<file path="src/rtl/run_length_detector_pkg.sv">
// Shared types and helpers for the run-length detector.
// Holds state encoding, mode constants and the polarity filter.
package run_detect_pkg;

    typedef enum logic [1:0] {
        IDLE = 2'b00,
        RUN0 = 2'b01,
        RUN1 = 2'b10
    } state_t;

    localparam logic [1:0] MODE_BOTH  = 2'b00;
    localparam logic [1:0] MODE_ZEROS = 2'b01;
    localparam logic [1:0] MODE_ONES  = 2'b10;
    localparam logic [1:0] MODE_OFF   = 2'b11;

    function automatic logic mode_permits(
        input logic [1:0] mode,
        input logic       b
    );
        logic ok;
        ok = 1'b0;
        unique case (mode)
            MODE_BOTH:  ok = 1'b1;
            MODE_ZEROS: ok = ~b;
            MODE_ONES:  ok = b;
            default:    ok = 1'b0;
        endcase
        return ok;
    endfunction

endpackage

</file>
<file path="src/rtl/run_length_detector_if.sv">
// Serial-in / status-out bundle of the run-length detector.
// master drives the sample stream, slave is the detector.
interface run_length_detector_if #(
    parameter int CNT_W = 8
);
    logic             clear;
    logic             w_valid;
    logic             w;
    logic [1:0]       mode;
    logic             z;
    logic             z_val;
    logic [CNT_W-1:0] match_count;

    modport master (
        output clear, w_valid, w, mode,
        input  z, z_val, match_count
    );

    modport slave (
        input  clear, w_valid, w, mode,
        output z, z_val, match_count
    );
endinterface

</file>
<file path="src/rtl/run_length_detector_sat_counter.sv">
// Saturating up-counter with synchronous clear.
// Sticks at all-ones instead of wrapping.
module sat_counter #(
    parameter int W = 8
) (
    input  logic         clock,
    input  logic         resetnot,
    input  logic         i_clear,
    input  logic         i_inc,
    output logic [W-1:0] o_count
);

    logic [W-1:0] r_count;

    always_ff @(posedge clock or negedge resetnot) begin
        if (!resetnot) begin
            r_count <= '0;
        end else if (i_clear) begin
            r_count <= '0;
        end else if (i_inc && (r_count != {W{1'b1}})) begin
            r_count <= r_count + 1'b1;
        end
    end

    assign o_count = r_count;

endmodule

</file>
<file path="src/rtl/run_length_detector.sv">
// Flags RUN_LEN consecutive identical valid bits, filtered by mode,
// and counts completed runs in a saturating counter.
module run_length_detector
    import run_detect_pkg::*;
#(
    parameter int RUN_LEN = 4,
    parameter int CNT_W   = 8
) (
    input  logic                  clock,
    input  logic                  resetnot,
    run_length_detector_if.slave  bus
);

    localparam int CW = $clog2(RUN_LEN + 1);
    localparam logic [CW-1:0] MAX = CW'(RUN_LEN);
    localparam logic [CW-1:0] ONE = CW'(1);

    state_t          r_state;
    state_t          w_state_nxt;
    logic [CW-1:0]   r_cnt;
    logic [CW-1:0]   w_cnt_nxt;
    logic [CW-1:0]   w_cnt_ext;
    logic            r_z;
    logic            r_z_val;
    logic            w_z_nxt;
    logic            w_z_val_nxt;
    logic            w_inc;
    logic [CNT_W-1:0] w_count;

    assign w_cnt_ext = (r_cnt == MAX) ? MAX : r_cnt + ONE;

    always_ff @(posedge clock or negedge resetnot) begin
        if (!resetnot) begin
            r_state <= IDLE;
            r_cnt   <= '0;
            r_z     <= 1'b0;
            r_z_val <= 1'b0;
        end else begin
            r_state <= w_state_nxt;
            r_cnt   <= w_cnt_nxt;
            r_z     <= w_z_nxt;
            r_z_val <= w_z_val_nxt;
        end
    end

    always_comb begin
        w_state_nxt = r_state;
        w_cnt_nxt   = r_cnt;
        w_z_nxt     = 1'b0;
        w_z_val_nxt = r_z_val;
        w_inc       = 1'b0;
        if (bus.clear) begin
            w_state_nxt = IDLE;
            w_cnt_nxt   = '0;
            w_z_val_nxt = 1'b0;
        end else begin
            unique case (r_state)
                IDLE: if (bus.w_valid) begin
                    w_state_nxt = bus.w ? RUN1 : RUN0;
                    w_cnt_nxt   = ONE;
                end
                RUN0: if (bus.w_valid) begin
                    w_state_nxt = bus.w ? RUN1 : RUN0;
                    w_cnt_nxt   = bus.w ? ONE : w_cnt_ext;
                end
                RUN1: if (bus.w_valid) begin
                    w_state_nxt = bus.w ? RUN1 : RUN0;
                    w_cnt_nxt   = bus.w ? w_cnt_ext : ONE;
                end
                default: begin
                    w_state_nxt = IDLE;
                    w_cnt_nxt   = '0;
                end
            endcase
            // A flag counts as new when it follows a gap or flips polarity.
            if (bus.w_valid && (w_state_nxt != IDLE)) begin
                w_z_nxt = (w_cnt_nxt == MAX)
                        && mode_permits(bus.mode, bus.w);
                if (w_z_nxt) begin
                    w_z_val_nxt = bus.w;
                    w_inc       = !r_z || (r_z_val != bus.w);
                end
            end
        end
    end

    sat_counter #(
        .W (CNT_W)
    ) u_match_cnt (
        .clock    (clock),
        .resetnot (resetnot),
        .i_clear  (bus.clear),
        .i_inc    (w_inc),
        .o_count  (w_count)
    );

    assign bus.z           = r_z;
    assign bus.z_val       = r_z_val;
    assign bus.match_count = w_count;

endmodule
</file>
<file path="src/flat_wrapper.sv">
// flat-port wrapper written by rule: the top's interface ports become plain ports
module run_length_detector_flat import run_detect_pkg::*;
#(
    parameter int RUN_LEN = 4,
    parameter int CNT_W   = 8
)
  (clock, resetnot, bus_clear, bus_w_valid, bus_w, bus_mode, bus_z, bus_z_val, bus_match_count);
  run_length_detector_if #(.CNT_W(CNT_W)) bus_i ();
  input  logic clock;
  input  logic resetnot;
  input wire logic [$bits(bus_i.clear)-1:0] bus_clear;
  input wire logic [$bits(bus_i.w_valid)-1:0] bus_w_valid;
  input wire logic [$bits(bus_i.w)-1:0] bus_w;
  input wire logic [$bits(bus_i.mode)-1:0] bus_mode;
  output wire logic [$bits(bus_i.z)-1:0] bus_z;
  output wire logic [$bits(bus_i.z_val)-1:0] bus_z_val;
  output wire logic [$bits(bus_i.match_count)-1:0] bus_match_count;
  assign bus_i.clear = bus_clear;
  assign bus_i.w_valid = bus_w_valid;
  assign bus_i.w = bus_w;
  assign bus_i.mode = bus_mode;
  assign bus_z = bus_i.z;
  assign bus_z_val = bus_i.z_val;
  assign bus_match_count = bus_i.match_count;
  run_length_detector #(.RUN_LEN(RUN_LEN), .CNT_W(CNT_W)) u_core (.clock(clock), .resetnot(resetnot), .bus(bus_i));
endmodule
</file>
<file path="config.mk">
export PLATFORM = sky130hd
export DESIGN_NAME = run_length_detector_flat
export DESIGN_NICKNAME = d
export VERILOG_FILES = /design/src/rtl/run_length_detector_pkg.sv /design/src/rtl/run_length_detector_if.sv /design/src/rtl/run_length_detector_sat_counter.sv /design/src/rtl/run_length_detector.sv /design/src/flat_wrapper.sv
export SDC_FILE = /design/constraint.sdc
export NUM_CORES = 1
export LEC_CHECK = 0
export BUFFER_PORTS_ARGS = -buffer_cell sky130_fd_sc_hd__buf_2
export CORE_ASPECT_RATIO = 1.2
export CORE_MARGIN = 2
export CORE_UTILIZATION = 45
export CTS_CLUSTER_SIZE = 8
export DETAILED_ROUTE_END_ITERATION = 10
export PLACE_DENSITY_LB_ADDON = 0.3
export RECOVER_POWER = 100
export SYNTH_ARGS = -nofsm -noshare
export SYNTH_HDL_FRONTEND = slang
export SYNTH_SLANG_ARGS = --single-unit
</file>
<file path="constraint.sdc">
create_clock -name clock -period 2.05 [get_ports clock]
set_clock_uncertainty 0.05 [all_clocks]
set_input_delay 0.41 -clock clock [delete_from_list [all_inputs] [get_ports clock]]
set_output_delay 0.41 -clock clock [all_outputs]
set_load 0.05 [all_outputs]
</file>
# Word-level counts from Yosys, hierarchy flattened
# Index checks and enable logic that the tools add are counted.
# W data, S select, Z words.
classes:
  add_sub_neg: 2
  n_eq_ne: 8
  mux: 27
  reduce_logical: 13
  bitwise_logic: 1
op_table:
  columns: ["operator", "count"]
  rows:
  - ["$mux W3", 8]
  - ["$mux W8", 2]
  - ["$mux W1", 10]
  - ["$mux W2", 5]
  - ["$pmux W3 S3", 1]
  - ["$add A8 B1 Y8 const B", 1]
  - ["$ne A8 B8 Y1 const B", 1]
  - ["$reduce_bool A2 Y1", 4]
  - ["$eq A3 B3 Y1 const B", 2]
  - ["$eq A2 B1 Y1 const B", 2]
  - ["$eq A2 B2 Y1 const B", 2]
  - ["$logic_not A2 Y1", 2]
  - ["$add A3 B1 Y3 const B", 1]
  - ["$logic_and A1 B1 Y1", 3]
  - ["$pmux W1 S3", 1]
  - ["$reduce_or A3 Y1", 1]
  - ["$reduce_and A2 Y1", 1]
  - ["$logic_not A1 Y1", 1]
  - ["$logic_or A1 B1 Y1", 1]
  - ["$ne A1 B1 Y1", 1]
  - ["$not A1 Y1", 1]
totals:
  regBits: 15
  inputBits: 7

# Logic depth before layout (Yosys ltp)
depth:
  ltp_word: 15
  mapped_depth: 7
  ltp_nobuf: 7

# Hierarchy
# Synthesis repeated with hierarchy kept, for this count alone.
hier_totals:
  hier_cells: 97
  area_unflattened_um2: 948.4
by_module_without_submodules:
  columns: ["mod", "area_per_inst_um2", "n_inst", "cells_each"]
  rows:
  - ["run_length_detector", 484.2, 1, 48]
  - ["sat_counter", 464.2, 1, 49]

# Worst setup path before layout
# Ideal clock, no wire load.
synth_timing:
  path_kind: "reg-to-reg"
  startpoint: "reg u_core.u_match_cnt.r_count[0] (netlist: u_core.u_match_cnt.o_count[0])"
  endpoint: "reg u_core.u_match_cnt.r_count[5] (netlist: u_core.u_match_cnt.o_count[5])"
  slack_ns: -0.201
  arrival_ns: 2.073
  stages_incl_launch_ff: 7
  setup_ns: 0.128
  synth_period_minus_slack_ns: 2.251
  n_path_buf: 0
  required_time_ns: 1.872
  cell_sequence: "dfrtp_1 > ha_1 > and2_1 > a32o_1 > nor3_4 > nand4_1 > mux2_1"
synth_between:
  elab_chain_cells: 3
  elab_cells_between_ends: 6
  classes_between: "1 x add/sub; 1 x eq/ne; 2 x mux; 2 x reduce/logical"
synth_rtl:
  columns: ["element", "line", "rtl"]
  rows:
  - ["from (decl)", "run_length_detector_sat_counter.sv:13", "logic [W-1:0] r_count;"]
  - ["from (signal assigned)", "run_length_detector_sat_counter.sv:21", "r_count <= r_count + 1'b1;"]
  - ["$add A8 B1 Y8 or $ne A8 B8 Y1 (tied branches)", "run_length_detector_sat_counter.sv:21, run_length_detector_sat_counter.sv:20", null]
  - ["$mux W8 or $logic_and A1 B1 Y1 (tied branches)", "run_length_detector_sat_counter.sv:20", "end else if (i_inc && (r_count != {W{1'b1}})) begin"]
  - ["$mux W8 or $reduce_bool A2 Y1 (tied branches)", null, null]
# Several ways; a longest one is shown, not always the timed one. The select of a mux whose other input is x is not followed.
# A chain may end at the register's enable or synchronous reset.

# Final worst setup path
layout_timing:
  startpoint: "reg u_core.r_cnt[0]"
  endpoint: "reg u_core.u_match_cnt.r_count[4] (netlist: u_core.u_match_cnt.o_count[4])"
layout_between:
  elab_chain_cells: 13
  elab_cells_between_ends: 17
  classes_between: "1 x add/sub; 2 x eq/ne; 11 x mux; 3 x reduce/logical"
layout_rtl:
  columns: ["element", "line", "rtl"]
  rows:
  - ["from (decl)", "run_length_detector.sv:20", "logic [CW-1:0] r_cnt;"]
  - ["from (signal assigned)", "run_length_detector.sv:40", "r_cnt <= w_cnt_nxt;"]
  - ["$add A3 B1 Y3 or $eq A3 B3 Y1 (tied branches)", "run_length_detector.sv:30", "assign w_cnt_ext = (r_cnt == MAX) ? MAX : r_cnt + ONE;"]
  - ["$mux W3", "run_length_detector.sv:30", null]
  - ["$mux W3, on equally long branches", "run_length_detector.sv:68, run_length_detector.sv:64", null]
  - ["$mux W3, on equally long branches", "run_length_detector.sv:66, run_length_detector.sv:62", null]
  - ["$pmux W3 S3 (*)", "run_length_detector.sv:57", "unique case (r_state)"]
  - ["$mux W3 (*)", "run_length_detector.sv:52", "if (bus.clear) begin"]
  - ["$eq A3 B3 Y1 (*)", "run_length_detector.sv:77", "w_z_nxt = (w_cnt_nxt == MAX)"]
  - ["$logic_and A1 B1 Y1 (*)", "run_length_detector.sv:78", "&& mode_permits(bus.mode, bus.w);"]
  - ["$mux W1 (*)", "run_length_detector.sv:79", "if (w_z_nxt) begin"]
  - ["$mux W1 (*)", "run_length_detector.sv:76", "if (bus.w_valid && (w_state_nxt != IDLE)) begin"]
  - ["$mux W1 (*)", "run_length_detector.sv:52", null]
  - ["$logic_and A1 B1 Y1 (*)", "run_length_detector_sat_counter.sv:20", null]
  - ["$reduce_bool A2 Y1 (no source line) (*)", null, null]
# Every way passes the cells marked *; elsewhere a longest branch is shown, timed or not. The select of a mux whose other input is x is not followed.

==> flow_summary.yaml <==
outcome:
  status: "completed"
timing:
  setup_violations: 0
  min_period_ps: 2002
  hold_viol: 0
  fin_tns_setup_ps: 0
  max_slew_margin: 0.4641
  worst_pin_slew_ps: 803.9
  drv_slew: 0
  fmax_ghz: 0.4996
  timing.final.crit_share: 0.9765
finish:
  fin_cells: 138
  drive_gt1_frac: 0.2353
  multiInputGateArea_sq_um: 529.3
  seqCellArea_sq_um: 377.9
  nFillCells: 159
  syn2layout_area_growth_pct: 25.39
  finalNetCount: 130
  diodes: 0
setup_path:
  critical_path_class: "reg2reg"
  crit_required_ps: 2170
  crit_start: "u_core.r_cnt[0]"
  slowest_stage: "dfrtp_1"
  worst-path-max-fanout: 4
  worstSetupEndpointType: "flop"
  cpPeakStageDelay_ps: 430
  worstPathArrival_ps: 2120
  crit_chain: "inv_2, ha_4, and4b_1, a211o_1, buf_4, nor4_4, xnor2_1, nor2_1"
  r2r_start: "u_core.r_cnt[0]"
  start_kind: "flop"
drt:
  routedWlPerCell_um: 14.49
  vias_per_cell: 5.783
  detail-route-antenna-nets: 0
  drtIter0Drc: 17
  first_pass_iters: 5
  wl_mm: 1.999
  vias: 798
  drc: 0
logic_synthesis:
  synth_ff_type: "dfrtp_1"
  synth_fp_nets: 101
  synth_xor_area_frac: 0.04909
  synthSimpleGateAreaFrac: 0.2539
  synth_top_family_by_area: "simple AND/OR/NAND/NOR gates"
  synthArstFlopShare: 1.000
  yosys-top-cells-area: "dfrtp_1 (42%), mux2i_1 (5.6%), nor2_1 (5.5%), xnor2_1 (4.9%), ha_1 (4.2%)"
  synth_top_area_share: 0.4208
  synth-edff-count: 0
  synth_area_per_cell_sq_um: 9.803
  synth_adder_area_share: 0.04208
  synth_warnings: 0
  synth_mux_area_frac: 0.08135
  syn_inst: 91
  synth_compound_area_frac: 0.1108
  yosysTopAreaCell: "dfrtp_1"
  syn-cell-area_sq_um: 892.1
  seq_area_frac_synth: 0.4208
  synth-seq-cells: 15
  synth.distinct_cells: 32
global_routing:
  grt_pass1_wl_mm: 3.222
  grt_antenna_before_repair: 0
  grt_overflow_total: 0
  grt_start_max_net_pins: 16
  grt_pass1_vias: 766
  track_usage: 0.1938
power_and_ir_drop:
  p_int_uw: 401.5
  p_switching_uw: 134.7
  p_sw_frac: 0.2512
  power.density_nw_per_um2: 479.4
  vdd_drop_max_v: 0.0003761
  p_leak_uw: 0.0005086
  power_frac_seq: 0.567
  combPwrFrac: 0.118
  clkPwrFrac: 0.315
floorplan:
  rows: 17
  die_area_sq_um: 2356
  start_util: 0.4821
  core_sq_um: 1851
  die-width_um: 44.65
  die_h_um: 52.78
  io_pins: 17
clock_network:
  clock_insertion_delay_worst_skew_ps: 280
  clock_sinks: 15
  cts_tree: "done"
  clkTransAtPathRegs_ps: 90
  cts_buffers: 3
  clockBufferDepth: 2
  h-tree-depth: 1
  cts_root_buf: "clkbuf_4"
placed_design:
  dp_cells: 129
  dp_hpwl_mm: 1.449
  io_buffer_count: 16
  place_congestion: 0.8405
flow_run:
  timing.max_cap.violations: 0
worst_hold_path:
  hold_path.class: "in2reg"
  min_from: "bus_clear"
==> logic make-up (layout without fill, tap and decap cells) <==
| group | count (synthesis) | in the layout |
|---|---|---|
| simple gates | 40 | 40 |
| flops | 15 | 15 |
| mux | 7 | 7 |
| compound gates | 13 | 13 |
| fa+ha+maj | 3 | 3 |
| xor+xnor | 5 | 5 |
| buf+inv | 8 | 36 |
==> flip-flops by register name, summed over array words and instances, names as in the netlist <==
name and count:
u_core.u_match_cnt.o_count 8, u_core.r_cnt 3, u_core.r_state 2, u_core.bus.z 1
u_core.bus.z_val 1
==> through the flow <==
stage	hold slack, ps	worst slack, ps	power (uW)	area (sq um)	util
after CTS	423.2	-54.18	534.7	1075	0.5808
final	418.1	48.20	536.2	1119	0.6045
after floorplan	64.41	-64.19	343.9	898.4	-
after global placement	281.4	7.706	365.3	1025	0.5538
after global routing	418.7	-3.054	565.9	1119	0.6045
after detailed placement	285.0	-52.87	367.8	1025	0.5538
==> cells in the mapped netlist (3+ instances only) <==
| master | number |
|---|---|
| nor4_1 | 3 |
| nand3_1 | 3 |
| mux2i_1 | 5 |
| nor2b_1 | 3 |
| ha_1 | 3 |
| a21oi_1 | 4 |
| nand4_1 | 4 |
| dfrtp_1 | 15 |
| nand2_1 | 4 |
| inv_1 | 5 |
| nor2_1 | 13 |
| xnor2_1 | 5 |
==> layout make-up <==
| cell class | instances | share of cell area |
|---|---|---|
| Tap cell | 19 | 0.02125 |
| Inverter | 5 | 0.01678 |
| Clock buffer | 4 | 0.02349 |
| Multi-Input combinational cell | 68 | 0.4732 |
| Sequential cell | 15 | 0.3378 |
| Timing Repair Buffer | 27 | 0.1275 |
==> worst paths after layout <==
path / endpoint / slack (ps) / cells after the start
max reg2reg: u_core.u_match_cnt.o_count[4] / 50 / 8
min in group asynchronous: u_core.u_match_cnt.o_count[4] / 670 / 2
max: u_core.u_match_cnt.o_count[4] / 50 / 8
max in group asynchronous: u_core.u_match_cnt.o_count[0] / 730 / 2
min reg2reg: u_core.u_match_cnt.o_count[1] / 510 / 2
min: u_core.u_match_cnt.o_count[6] / 420 / 2
==> routing by layer <==
metal	global-route usage	share of wire	vias to the layer above
li1	-	-	382
met5	0	0	-
met4	0.09596	0.017	0
met2	0.3285	0.52	30
met1	0.2259	0.43	379
met3	0.04138	0.038	7
==> power groups by stage <==
stage               combinational, uW  clock [uW]  sequential [uW]
floorplan                        34.4           0              310
global placement                 55.8           0              309
detailed placement               58.1           0              310
CTS                              60.6         170              304
global route                     69.6         192              305
finish                           63.1         169              304
==> placed cells by master, fill, tap and decap left out, types with 2 or more instances in the layout <==
cell type and instances:
buf_2 6, nand4_1 4, nor2_1 13, nor4_4 2
dfrtp_2 2, mux2_1 2, xnor2_1 5, nand3_1 3
mux2i_1 5, nor2b_1 2, clkbuf_4 3, nand2b_1 2
dfrtp_1 13, nand2_1 4, a21oi_1 4, clkbuf_1 13
buf_4 7, inv_1 4, ha_1 2
==> critical path: cells and delay by family (launching register included) <==
| family | cells | cell delay [ps] |
|---|---|---|
| buf+inv | 2 | 280 |
| compound gates | 1 | 320 |
| flops | 1 | 430 |
| simple gates | 3 | 530 |
| xor+xnor | 1 | 160 |
| fa+ha+maj | 1 | 140 |
==> repair_timing <==
| action | in CTS | in global routing |
|---|---|---|
| endpoints found under the hold margin | 15 | 0 |
| endpoints found under the setup margin | 4 | 8 |
| gates resized for setup | 1 | 8 |
| hold buffers | 1 | 0 |
| buffers inserted | 1 | 3 |
| pin swaps | 1 | 5 |
Note: power is estimated with default switching activity, not from simulation.
